**config.mk**
```make
export PLATFORM = sky130hd
export DESIGN_NAME = mem_port_arbiter
export DESIGN_NICKNAME = d
export VERILOG_FILES = /design/src/rtl/mem_port_arbiter_pkg.sv /design/src/rtl/mem_port_arbiter_lsu_align.sv /design/src/rtl/mem_port_arbiter.sv
export SDC_FILE = /design/constraint.sdc
export NUM_CORES = 1
export LEC_CHECK = 0
export ABC_CLOCK_PERIOD_IN_PS = 6600
export CORE_UTILIZATION = 35
export CTS_CLUSTER_SIZE = 40
export DETAILED_ROUTE_END_ITERATION = 8
export GPL_TIMING_DRIVEN = 0
export PLACE_DENSITY = 0.69
export SLEW_MARGIN = 20
export SYNTH_ARGS = -nofsm -noshare
export SYNTH_HDL_FRONTEND = slang
export SYNTH_SLANG_ARGS = --single-unit
```
**constraint.sdc**
```tcl
create_clock -name clk -period 6.6 [get_ports clk]
set_input_delay 1.32 -clock clk [delete_from_list [all_inputs] [get_ports clk]]
set_output_delay 1.32 -clock clk [all_outputs]
set_load 0.05 [all_outputs]
```
**src/rtl/mem_port_arbiter_pkg.sv**
```systemverilog
// Shared types and constants for the unified memory port arbiter.
// Holds the FSM state encoding, load/store width codes and bus lane geometry.
package mem_port_arbiter_pkg;

  localparam int WORD_W = 32;
  localparam int LANES  = WORD_W / 8;

  typedef enum logic [2:0] {
    IDLE,
    D_REQ,
    D_WAIT,
    I_REQ,
    I_WAIT
  } arb_state_t;

  // func3 width/sign codes as driven by the control unit
  localparam logic [2:0] LS_B  = 3'b000;
  localparam logic [2:0] LS_H  = 3'b001;
  localparam logic [2:0] LS_W  = 3'b010;
  localparam logic [2:0] LS_BU = 3'b100;
  localparam logic [2:0] LS_HU = 3'b101;

endpackage

```
**src/rtl/mem_port_arbiter_lsu_align.sv**
```systemverilog
// Combinational byte-lane logic: request side builds byte enables, replicated write
// data and the misalign flag; response side shifts and extends load data.
module mem_port_arbiter_lsu_align
  import mem_port_arbiter_pkg::*;
(
  input  logic [2:0]        func3,
  input  logic [1:0]        addr_lo,
  input  logic [WORD_W-1:0] wdata,
  output logic [LANES-1:0]  be,
  output logic [WORD_W-1:0] wdata_lane,
  output logic              misalign,
  input  logic [2:0]        rsp_func3,
  input  logic [1:0]        rsp_addr_lo,
  input  logic [WORD_W-1:0] rdata,
  output logic [WORD_W-1:0] rdata_ext
);

  logic [WORD_W-1:0] shifted;

  always_comb begin
    be         = '1;
    wdata_lane = wdata;
    misalign   = |addr_lo;
    case (func3)
      LS_B, LS_BU: begin
        be         = LANES'(1) << addr_lo;
        wdata_lane = {4{wdata[7:0]}};
        misalign   = 1'b0;
      end
      LS_H, LS_HU: begin
        be         = LANES'(3) << addr_lo;
        wdata_lane = {2{wdata[15:0]}};
        misalign   = addr_lo[0];
      end
      default: ;
    endcase
  end

  always_comb begin
    shifted   = rdata >> {rsp_addr_lo, 3'b000};
    rdata_ext = shifted;
    case (rsp_func3)
      LS_B:    rdata_ext = {{24{shifted[7]}}, shifted[7:0]};
      LS_BU:   rdata_ext = {24'b0, shifted[7:0]};
      LS_H:    rdata_ext = {{16{shifted[15]}}, shifted[15:0]};
      LS_HU:   rdata_ext = {16'b0, shifted[15:0]};
      LS_W:    rdata_ext = shifted;
      default: rdata_ext = shifted;
    endcase
  end

endmodule

```
**src/rtl/mem_port_arbiter.sv**
```systemverilog
// Arbitrates the single memory port between instruction fetch and data access,
// with data-over-fetch priority, one outstanding transaction and bus timeout.
module mem_port_arbiter
  import mem_port_arbiter_pkg::*;
#(
  parameter int ADDR_W      = 32,
  parameter int DATA_W      = 32,
  parameter int TIMEOUT_CYC = 255
) (
  input  logic                clk,
  input  logic                rst,
  input  logic                if_req,
  input  logic [ADDR_W-1:0]   if_addr,
  output logic                if_rvalid,
  output logic [DATA_W-1:0]   if_rdata,
  input  logic                d_load,
  input  logic                d_store,
  input  logic [2:0]          d_func3,
  input  logic [ADDR_W-1:0]   d_addr,
  input  logic [DATA_W-1:0]   d_wdata,
  output logic                d_rvalid,
  output logic [DATA_W-1:0]   d_rdata,
  output logic                stall,
  output logic                misalign,
  output logic                bus_err,
  output logic                bus_req,
  output logic                bus_we,
  output logic [ADDR_W-1:0]   bus_addr,
  output logic [DATA_W/8-1:0] bus_be,
  output logic [DATA_W-1:0]   bus_wdata,
  input  logic                bus_gnt,
  input  logic                bus_rvalid,
  input  logic [DATA_W-1:0]   bus_rdata,
  output arb_state_t          arb_state
);

  localparam int CNT_W = (TIMEOUT_CYC > 0) ? $clog2(TIMEOUT_CYC + 1) : 1;
  localparam logic [CNT_W-1:0] CNT_MAX = CNT_W'(TIMEOUT_CYC);

  arb_state_t       state, state_nxt;
  logic [CNT_W-1:0] cnt;
  logic [2:0]       func3_q;
  logic [1:0]       addr_lo_q;
  logic             store_q;

  logic              d_any, lsu_mis, granted, responded, to_hit, timeout;
  logic [3:0]        lsu_be;
  logic [DATA_W-1:0] lsu_wdata, lsu_rdata;
  logic              unused_if_lo;

  assign unused_if_lo = ^if_addr[1:0];
  assign d_any        = d_load | d_store;
  assign arb_state    = state;

  mem_port_arbiter_lsu_align u_align (
    .func3       (d_func3),
    .addr_lo     (d_addr[1:0]),
    .wdata       (d_wdata),
    .be          (lsu_be),
    .wdata_lane  (lsu_wdata),
    .misalign    (lsu_mis),
    .rsp_func3   (func3_q),
    .rsp_addr_lo (addr_lo_q),
    .rdata       (bus_rdata),
    .rdata_ext   (lsu_rdata)
  );

  // Bus handshake: bus_req and its payload stay stable until a cycle with bus_gnt;
  // exactly one bus_rvalid (read data or write ack) then completes the transaction.
  assign granted   = ((state == D_REQ) || (state == I_REQ)) && bus_gnt;
  assign responded = ((state == D_WAIT) || (state == I_WAIT)) && bus_rvalid;
  assign to_hit    = (TIMEOUT_CYC != 0) && (cnt == CNT_MAX);
  assign timeout   = (state != IDLE) && to_hit && !granted && !responded;

  always_comb begin
    state_nxt = state;
    misalign  = 1'b0;
    case (state)
      IDLE: begin
        if (d_any) begin
          if (lsu_mis) misalign = 1'b1;
          else         state_nxt = D_REQ;
        end else if (if_req) begin
          state_nxt = I_REQ;
        end
      end
      D_REQ:   if (bus_gnt)    state_nxt = D_WAIT;
      D_WAIT:  if (bus_rvalid) state_nxt = IDLE;
      I_REQ:   if (bus_gnt)    state_nxt = I_WAIT;
      I_WAIT:  if (bus_rvalid) state_nxt = IDLE;
      default: state_nxt = IDLE;
    endcase
    if (timeout) state_nxt = IDLE;

    // A timeout completes the waiting requester with zero data so the pipeline unfreezes
    d_rvalid  = ((state == D_WAIT) && bus_rvalid) ||
                (((state == D_REQ) || (state == D_WAIT)) && timeout);
    d_rdata   = ((state == D_WAIT) && bus_rvalid && !store_q) ? lsu_rdata : '0;
    if_rvalid = ((state == I_WAIT) && bus_rvalid) ||
                (((state == I_REQ) || (state == I_WAIT)) && timeout);
    if_rdata  = ((state == I_WAIT) && bus_rvalid) ? bus_rdata : '0;
    stall     = (d_any && !d_rvalid && !misalign) || (if_req && !if_rvalid);
  end

  always_ff @(posedge clk or posedge rst) begin
    if (rst) begin
      state     <= IDLE;
      cnt       <= '0;
      func3_q   <= '0;
      addr_lo_q <= '0;
      store_q   <= 1'b0;
      bus_err   <= 1'b0;
      bus_req   <= 1'b0;
      bus_we    <= 1'b0;
      bus_addr  <= '0;
      bus_be    <= '0;
      bus_wdata <= '0;
    end else begin
      state <= state_nxt;
      if ((state == IDLE) && (state_nxt == D_REQ)) begin
        bus_req   <= 1'b1;
        bus_we    <= d_store;
        bus_addr  <= {d_addr[ADDR_W-1:2], 2'b00};
        bus_be    <= lsu_be;
        bus_wdata <= d_store ? lsu_wdata : '0;
        func3_q   <= d_func3;
        addr_lo_q <= d_addr[1:0];
        store_q   <= d_store;
        cnt       <= '0;
      end else if ((state == IDLE) && (state_nxt == I_REQ)) begin
        bus_req   <= 1'b1;
        bus_we    <= 1'b0;
        bus_addr  <= {if_addr[ADDR_W-1:2], 2'b00};
        bus_be    <= '1;
        bus_wdata <= '0;
        cnt       <= '0;
      end else begin
        if (granted || timeout) begin
          bus_req   <= 1'b0;
          bus_we    <= 1'b0;
          bus_addr  <= '0;
          bus_be    <= '0;
          bus_wdata <= '0;
        end
        if ((state != IDLE) && (cnt != CNT_MAX)) cnt <= cnt + 1'b1;
      end
      if (timeout) bus_err <= 1'b1;
    end
  end

endmodule

```
# After elaboration in Yosys (flattened, before gate mapping)

Index checks and enable logic that the tools add are counted.

Register bits after elaboration: 88
Input bits: 138
Output and inout bits: 142

Add/sub/neg operators: 1
Equal/unequal tests: 14
Shifts and indexed selects: 3
Multiplexer cells: 34
Bitwise logic cells: 1
Reduce and logical (&&, ||, !) cells: 40

Operator list:

| kind                                                                  | number |
|---|---|
| 32-bit two-way mux                                                    | 8 |
| 32-bit case mux with 4 select lines                                   | 1 |
| 32-bit case mux with 2 select lines                                   | 1 |
| 32-bit by 5-bit >> shifter with 32-bit output                         | 1 |
| 8-bit two-way mux                                                     | 3 |
| 3-bit two-way mux                                                     | 7 |
| 1-bit logical AND                                                     | 16 |
| 3-bit equality test, second input constant                            | 5 |
| 3-bit by 1-bit equality test with 1-bit output, second input constant | 4 |
| 4-bit two-way mux                                                     | 3 |
| 3-bit case mux with 4 select lines                                    | 1 |
| 3-bit by 2-bit equality test with 1-bit output, second input constant | 3 |
| 3-bit zero test                                                       | 3 |
| 3-bit nonzero test                                                    | 3 |
| 8-bit by 1-bit adder with 8-bit output, second input constant         | 1 |
| 8-bit equality test, second input constant                            | 1 |
| 1-bit logical OR                                                      | 8 |
| 1-bit two-way mux                                                     | 8 |
| 8-bit != test, second input constant                                  | 1 |
| 4-bit case mux with 2 select lines                                    | 1 |
| 2-bit OR reduction                                                    | 4 |
| 1-bit zero test                                                       | 6 |
| 1-bit by 2-bit << shifter with 4-bit output, first input constant     | 1 |
| 2-bit by 2-bit << shifter with 4-bit output, first input constant     | 1 |
| other kinds (2)                                                       | 2 |

# Logic depth before layout (Yosys ltp)

Word-level depth: 12
Mapped depth: 8

# Hierarchy

A second synthesis with hierarchy kept.

Cells, all modules: 550
Area, all modules: 5383.9 um2

Modules (own cells, without submodules):

| module                     | times used | cells an instance | area an instance (um2) | sequential area each (um2) |
|---|---|---|---|---|
| mem_port_arbiter           | 1          | 379               | 4216.5                 | 2152.1 |
| mem_port_arbiter_lsu_align | 1          | 171               | 1167.4                 | 0.0 |

# Worst setup path before layout

No wires, ideal clock.

Path kind: in2out
Start: input port bus_gnt
End: output port stall
Arrival: 3.470 ns
Required time: 5.280 ns
Slack: 1.810 ns
Stages on the path: 4
Buffers on the path: 0
Cell sequence: or3b_2 -> a211o_1 -> a21oi_1 -> o32ai_1

Cells in the longest elaborated chain, start to end: 10

RTL lines:

| element                        | RTL line                | source |
|---|---|---|
| from (decl)                    | mem_port_arbiter.sv:31  | `input logic bus_gnt,` |
| 1-bit logical AND              | mem_port_arbiter.sv:70  | `assign granted = ((state == D_REQ) \|\| (state == I_REQ)) && bus_gnt;` |
| 1-bit zero test                | mem_port_arbiter.sv:73  | `assign timeout = (state != IDLE) && to_hit && !granted && !responded;` |
| 1-bit logical AND (2 in a row) | mem_port_arbiter.sv:73  |  |
| 1-bit logical AND              | mem_port_arbiter.sv:97  | `(((state == D_REQ) \|\| (state == D_WAIT)) && timeout);` |
| 1-bit logical OR               | mem_port_arbiter.sv:96  | `d_rvalid = ((state == D_WAIT) && bus_rvalid) \|\|` |
| net d_rvalid                   | mem_port_arbiter.sv:21  | `output logic d_rvalid,` |
| 1-bit zero test                | mem_port_arbiter.sv:102 | `stall = (d_any && !d_rvalid && !misalign) \|\| (if_req && !if_rvalid);` |
| 1-bit logical AND (2 in a row) | mem_port_arbiter.sv:102 |  |
| 1-bit logical OR               | mem_port_arbiter.sv:102 |  |
| to (decl)                      | mem_port_arbiter.sv:23  | `output logic stall,` |

The timed path passes the listed nets, and every way through them passes these cells.

# Worst setup path in the final report

Start: input port bus_rvalid
End: output port d_rdata[23]

Cells in the longest elaborated chain, start to end: 3

RTL lines:

| element                        | RTL line               | source |
|---|---|---|
| from (decl)                    | mem_port_arbiter.sv:32 | `input logic bus_rvalid,` |
| 1-bit logical AND (2 in a row) | mem_port_arbiter.sv:98 | `d_rdata = ((state == D_WAIT) && bus_rvalid && !store_q) ? lsu_rdata : '0;` |
| 32-bit two-way mux             | mem_port_arbiter.sv:98 |  |
| to (decl)                      | mem_port_arbiter.sv:22 | `output logic [DATA_W-1:0] d_rdata,` |

No other way between the ends.

==> impl_summary.md <==
Outcome
The flow ran to the end, and the final reports show no timing, DRC or antenna violations.

Worst setup path
The critical path arrival is 4.48 ns. The startpoint type of the worst setup path is a primary input. The most prevalent standard cell on the critical path is sky130_fd_sc_hd__clkbuf_1. The worst register-to-register path has a depth of 6.

The worst setup slack for register-to-register paths is 3.97 ns. On the worst path, the slowest cell contributes a delay of between 0.8 and 0.9 ns. The largest fanout of any net on the critical path is 10. In this run the worst setup path begins at bus_rvalid.

The worst reg2reg path startpoint is arb_state[2]. The endpoint type of the worst setup path is an output pin. The critical path goes through clkdlybuf4s50_1 > nand3b_1 > or3_1 > clkbuf_1 > or3_1 > clkbuf_1 > clkbuf_1 > o22ai_1 > clkdlybuf4s50_1. The critical path ends at d_rdata[23]. The worst register-to-register path ends at bus_addr[6]. The slowest stage cell on the critical path is sky130_fd_sc_hd__clkdlybuf4s50_1.

The critical path start-end classification is in -> out. The critical path data required time is approximately 5.3 ns.

Synthesis
The flip-flop and latch count after synthesis is 86. The count of cell types in the netlist is 56. The share of the Yosys chip area taken by registers is around two fifths. The average instance area after synthesis is roughly 9.4 um2. Summing the areas of all compound-gate instances in the mapped netlist gives approximately a third of the synthesized area. The most used flip-flop cell after synthesis is sky130_fd_sc_hd__dfrtp_1. The post-synthesis instance area is ~0.0055 mm2.

In this run, synthesis inferred 0 flip-flops with an integrated enable. The async set or reset register ratio after synthesis is 100.0%. By area, the combinational part of the netlist is dominated by compound AO/OA/AOI/OAI gates. Of the total synthesized cell area, the portion taken by full adders, half adders and majority gates is less than 1%. The synthesized netlist devotes 13.04% of its cell area to simple gates. The number of warnings reported in the yosys synthesis log is 0. The number of cells produced by synthesis is roughly 580. The xor/xnor cell area share of the yosys netlist is under 10%.

The fraction of synthesized area in multiplexers is 8.710%.

Global routing
The number of global-route vias before repair is between 6000 and 7000. The first-pass GRT wire length is around 33000 um. The overall fraction of global-route tracks in use is around a quarter. The number of antenna violations at the first check in global routing was 0. The pin count of the biggest net entering global routing is 54. The total overflow reported by the global router is 0.

Floorplanning
The core region is 0.01526 mm2. The starting utilization of the core area is ~36%. Pin placement for this block handled 280 I/O pins.

The die area is 0.01618 mm2. Row generation in the floorplan step produced 45 rows. The die outline width is 127.2 um. The die height is 127.2 um.

Cells and area
The total inserted antenna cells is 0. Counting the fill cells in the layout gives about 1300. The final instance count without filler cells is between 1000 and 1500. The most common library cell in the layout ignoring fill and taps is sky130_fd_sc_hd__clkdlybuf4s50_1.

Summing all non-filler instances in the final layout gives an area of 0.008822 mm2. In the layout the commonest cells are sky130_fd_sc_hd__clkdlybuf4s50_1 (272), sky130_fd_sc_hd__dfrtp_1 (86), sky130_fd_sc_hd__clkbuf_1 (49), sky130_fd_sc_hd__o21ai_0 (49), sky130_fd_sc_hd__mux2i_1 (41). Compared with the post-synthesis result, the final layout area differs by 60.76%. The post-route netlist has approximately 5% of its cells at a drive strength greater than 1. The number of nets at the end of the flow is 1008.

Placement
The count of buffers added on input and output ports is between 200 and 300. The worst setup timing slack at the placement stage is between 0.8 and 0.9 ns. After legalization and detailed placement, the total HPWL measured 16280 um. The total placed cells including tap cells is approximately 1100.

At the end of routability-driven placement, the weighted congestion stood at ~0.91. In this run the cell area measured after placement is about 0.0085 mm2.

Flow run
The max-cap check violation count is 0.

Clocking
In this run the deepest clock path goes through 2 buffers. The sink count of the clock tree is 86. The H-tree level count is 3.

The clock reaches the later pin of the worst-skew pair after 0.34 ns. After clock tree synthesis, the flow added hold-fix buffers numbering 0. After clock tree synthesis, the setup repair step added 0 buffers.

The clock transition at the registers of the reported paths is about 0.06 ns. In this run, CTS created clock tree buffers numbering 9. The CTS tree is built. The tree is rooted in a sky130_fd_sc_hd__clkbuf_16. Post-CTS repair changed the size of 0 cells.

STA
The shortest clock period the worst path allows after layout is slightly below 6 ns. For the pin with the worst max-slew slack, the measured transition is 0.9558 ns. The setup clock skew after layout is between 0.008 and 0.009 ns. The count of final hold-check violations came to 0.

The max-slew violation count is 0. Of the available clock period, the critical path in the final layout requires approximately 88%. In the post-route analysis, the smallest setup slack over all paths is a little under 0.8 ns. In this run the tightest slew margin relative to its limit is roughly 36%. Setup repair after global routing left no endpoint under its margin. Setup total negative slack on the finished layout was measured at 0 ns.

Setup violations remaining at the end of the flow were counted as 0. Based on the critical path, the design can be clocked at up to between 150 and 200 MHz.

Routing
The routed wirelength normalized by instance count is about 19 um. In the routed design, unresolved DRC markers number 0. The total via count after detailed routing is approximately 6000. In this run the remaining antenna-violating nets after routing total 0. The first detailed-routing pass took 6 iterations.

The detailed router finished its first iteration with between 200 and 250 violations. The post-detailed-routing wire length is 21070 um. The via-per-instance ratio is around 5.6.

Power
Of the total power, the clock network draws 13.6%. The cell-internal power is 1955 uW. The power density normalized to cell area is 448.0 mW/mm2.

The combinational power share is a little under two thirds. Across the VDD grid, the largest voltage drop is 283.4 uV. Summed over all nets, the switching power comes to 1998 uW. Per report_power, the sequential group accounts for ~23% of the total. The leakage power summed over all cells is between 0.003 and 0.004 uW.

Of the total power, the share spent switching nets is about half.

Min path
In this run the worst hold path is classified as reg -> reg.
## cells in the mapped netlist (4+ instances only)
cell	n	area share, %
sky130_fd_sc_hd__dfrtp_1	86	39
sky130_fd_sc_hd__clkbuf_1	49	3.4
sky130_fd_sc_hd__o21ai_0	49	4.5
sky130_fd_sc_hd__mux2i_1	41	7.5
sky130_fd_sc_hd__and2_1	40	4.6
sky130_fd_sc_hd__o211ai_1	33	4.5
sky130_fd_sc_hd__a22oi_1	30	4.1
sky130_fd_sc_hd__o31ai_1	30	4.1
sky130_fd_sc_hd__nor2_1	24	1.6
sky130_fd_sc_hd__o2bb2ai_1	24	3.8
sky130_fd_sc_hd__nand2_1	20	1.4
sky130_fd_sc_hd__a22o_1	16	2.6
sky130_fd_sc_hd__a211oi_1	15	2.1
sky130_fd_sc_hd__a21oi_1	14	1.3
sky130_fd_sc_hd__nor2b_1	9	1.0
sky130_fd_sc_hd__o22ai_1	8	0.91
sky130_fd_sc_hd__buf_2	7	0.64
sky130_fd_sc_hd__buf_1	6	0.41
sky130_fd_sc_hd__mux2_2	6	1.2
sky130_fd_sc_hd__nand2b_1	6	0.68
sky130_fd_sc_hd__or3_1	6	0.68
sky130_fd_sc_hd__xor2_1	6	0.96
sky130_fd_sc_hd__a21o_1	4	0.55
sky130_fd_sc_hd__and3_1	4	0.46
sky130_fd_sc_hd__inv_1	4	0.27
sky130_fd_sc_hd__nand3_1	4	0.36
## area by class of cell
cell class                 count  area, um2  area share, %
clock inverter                 7      88.84          1.007
sequential                    86       2152          24.39
clock buffer                   9      225.2          2.553
timing repair buffer         273       2750          31.17
tap                          211      264.0          2.992
buffer                        66      282.8          3.205
inverter                       4      17.52         0.1986
multi-input combinational    429       3042          34.48
## power groups by stage
| stage | Sequential, uW | Combinational (uW) | Clock [uW] |
|---|---|---|---|
| floorplan | 1540 | 1010 | 0 |
| global placement | 892 | 2480 | 0 |
| detailed placement | 897 | 2510 | 0 |
| CTS | 894 | 2520 | 552 |
| global route | 922 | 2660 | 569 |
| finish | 893 | 2520 | 539 |
## routing by layer
layer,vias to the layer above,GRT usage (%),part of all wire [%]
met5,-,0,0
met1,2934,31.42,40
met3,43,5.611,7.4
li1,2784,-,-
met2,284,45.31,49
met4,0,9.804,3.0
## critical path: cells and delay by family
kind / cells / cell delay (ns)
buffers and inverters: 5 / 2.07
AND/OR/NAND/NOR: 3 / 0.82
AO/OA/AOI/OAI: 1 / 0.26
## worst min path at each step
stage	start	endpoint	slack (ns)	cells after the start
finish	bus_we	bus_we	0.47	1
global route	bus_wdata[12]	bus_wdata[12]	0.51	1
CTS	bus_we	bus_we	0.48	1
detailed placement	bus_we	bus_we	0.46	1
global placement	bus_we	bus_we	0.46	1
floorplan	store_q	store_q	0.45	2
## registers in the layout, indices dropped and copies added, names as in the netlist
register and flops:
bus_req 1, bus_addr 30, func3_q 3, bus_be 4, addr_lo_q 2, store_q 1
cnt 8, bus_err 1, bus_wdata 32, bus_we 1, arb_state 3
## cells by family (layout without fill, tap and decap cells)
kind of cell / count (synthesis) / after routing
AO/OA/AOI/OAI: 241 / 241
AND/OR/NAND/NOR: 130 / 130
flip-flops: 86 / 86
buffers and inverters: 70 / 359
multiplexers: 47 / 47
XOR/XNOR: 8 / 8
adder cells (fa/ha/maj): 1 / 1
other: 1 / 2
## metrics by stage
step	hold WS (ns)	util (%)	power [uW]
3_5_place_dp	0.4646	55.76	3409
6_report	0.4741	57.82	3953
3_3_place_gp	0.4625	55.56	3369
2_1_floorplan	0.4540	-	2550
5_1_grt	0.5125	57.82	4154
4_1_cts	0.4784	57.82	3963
No activity file was read; power rests on OpenSTA's default activity.
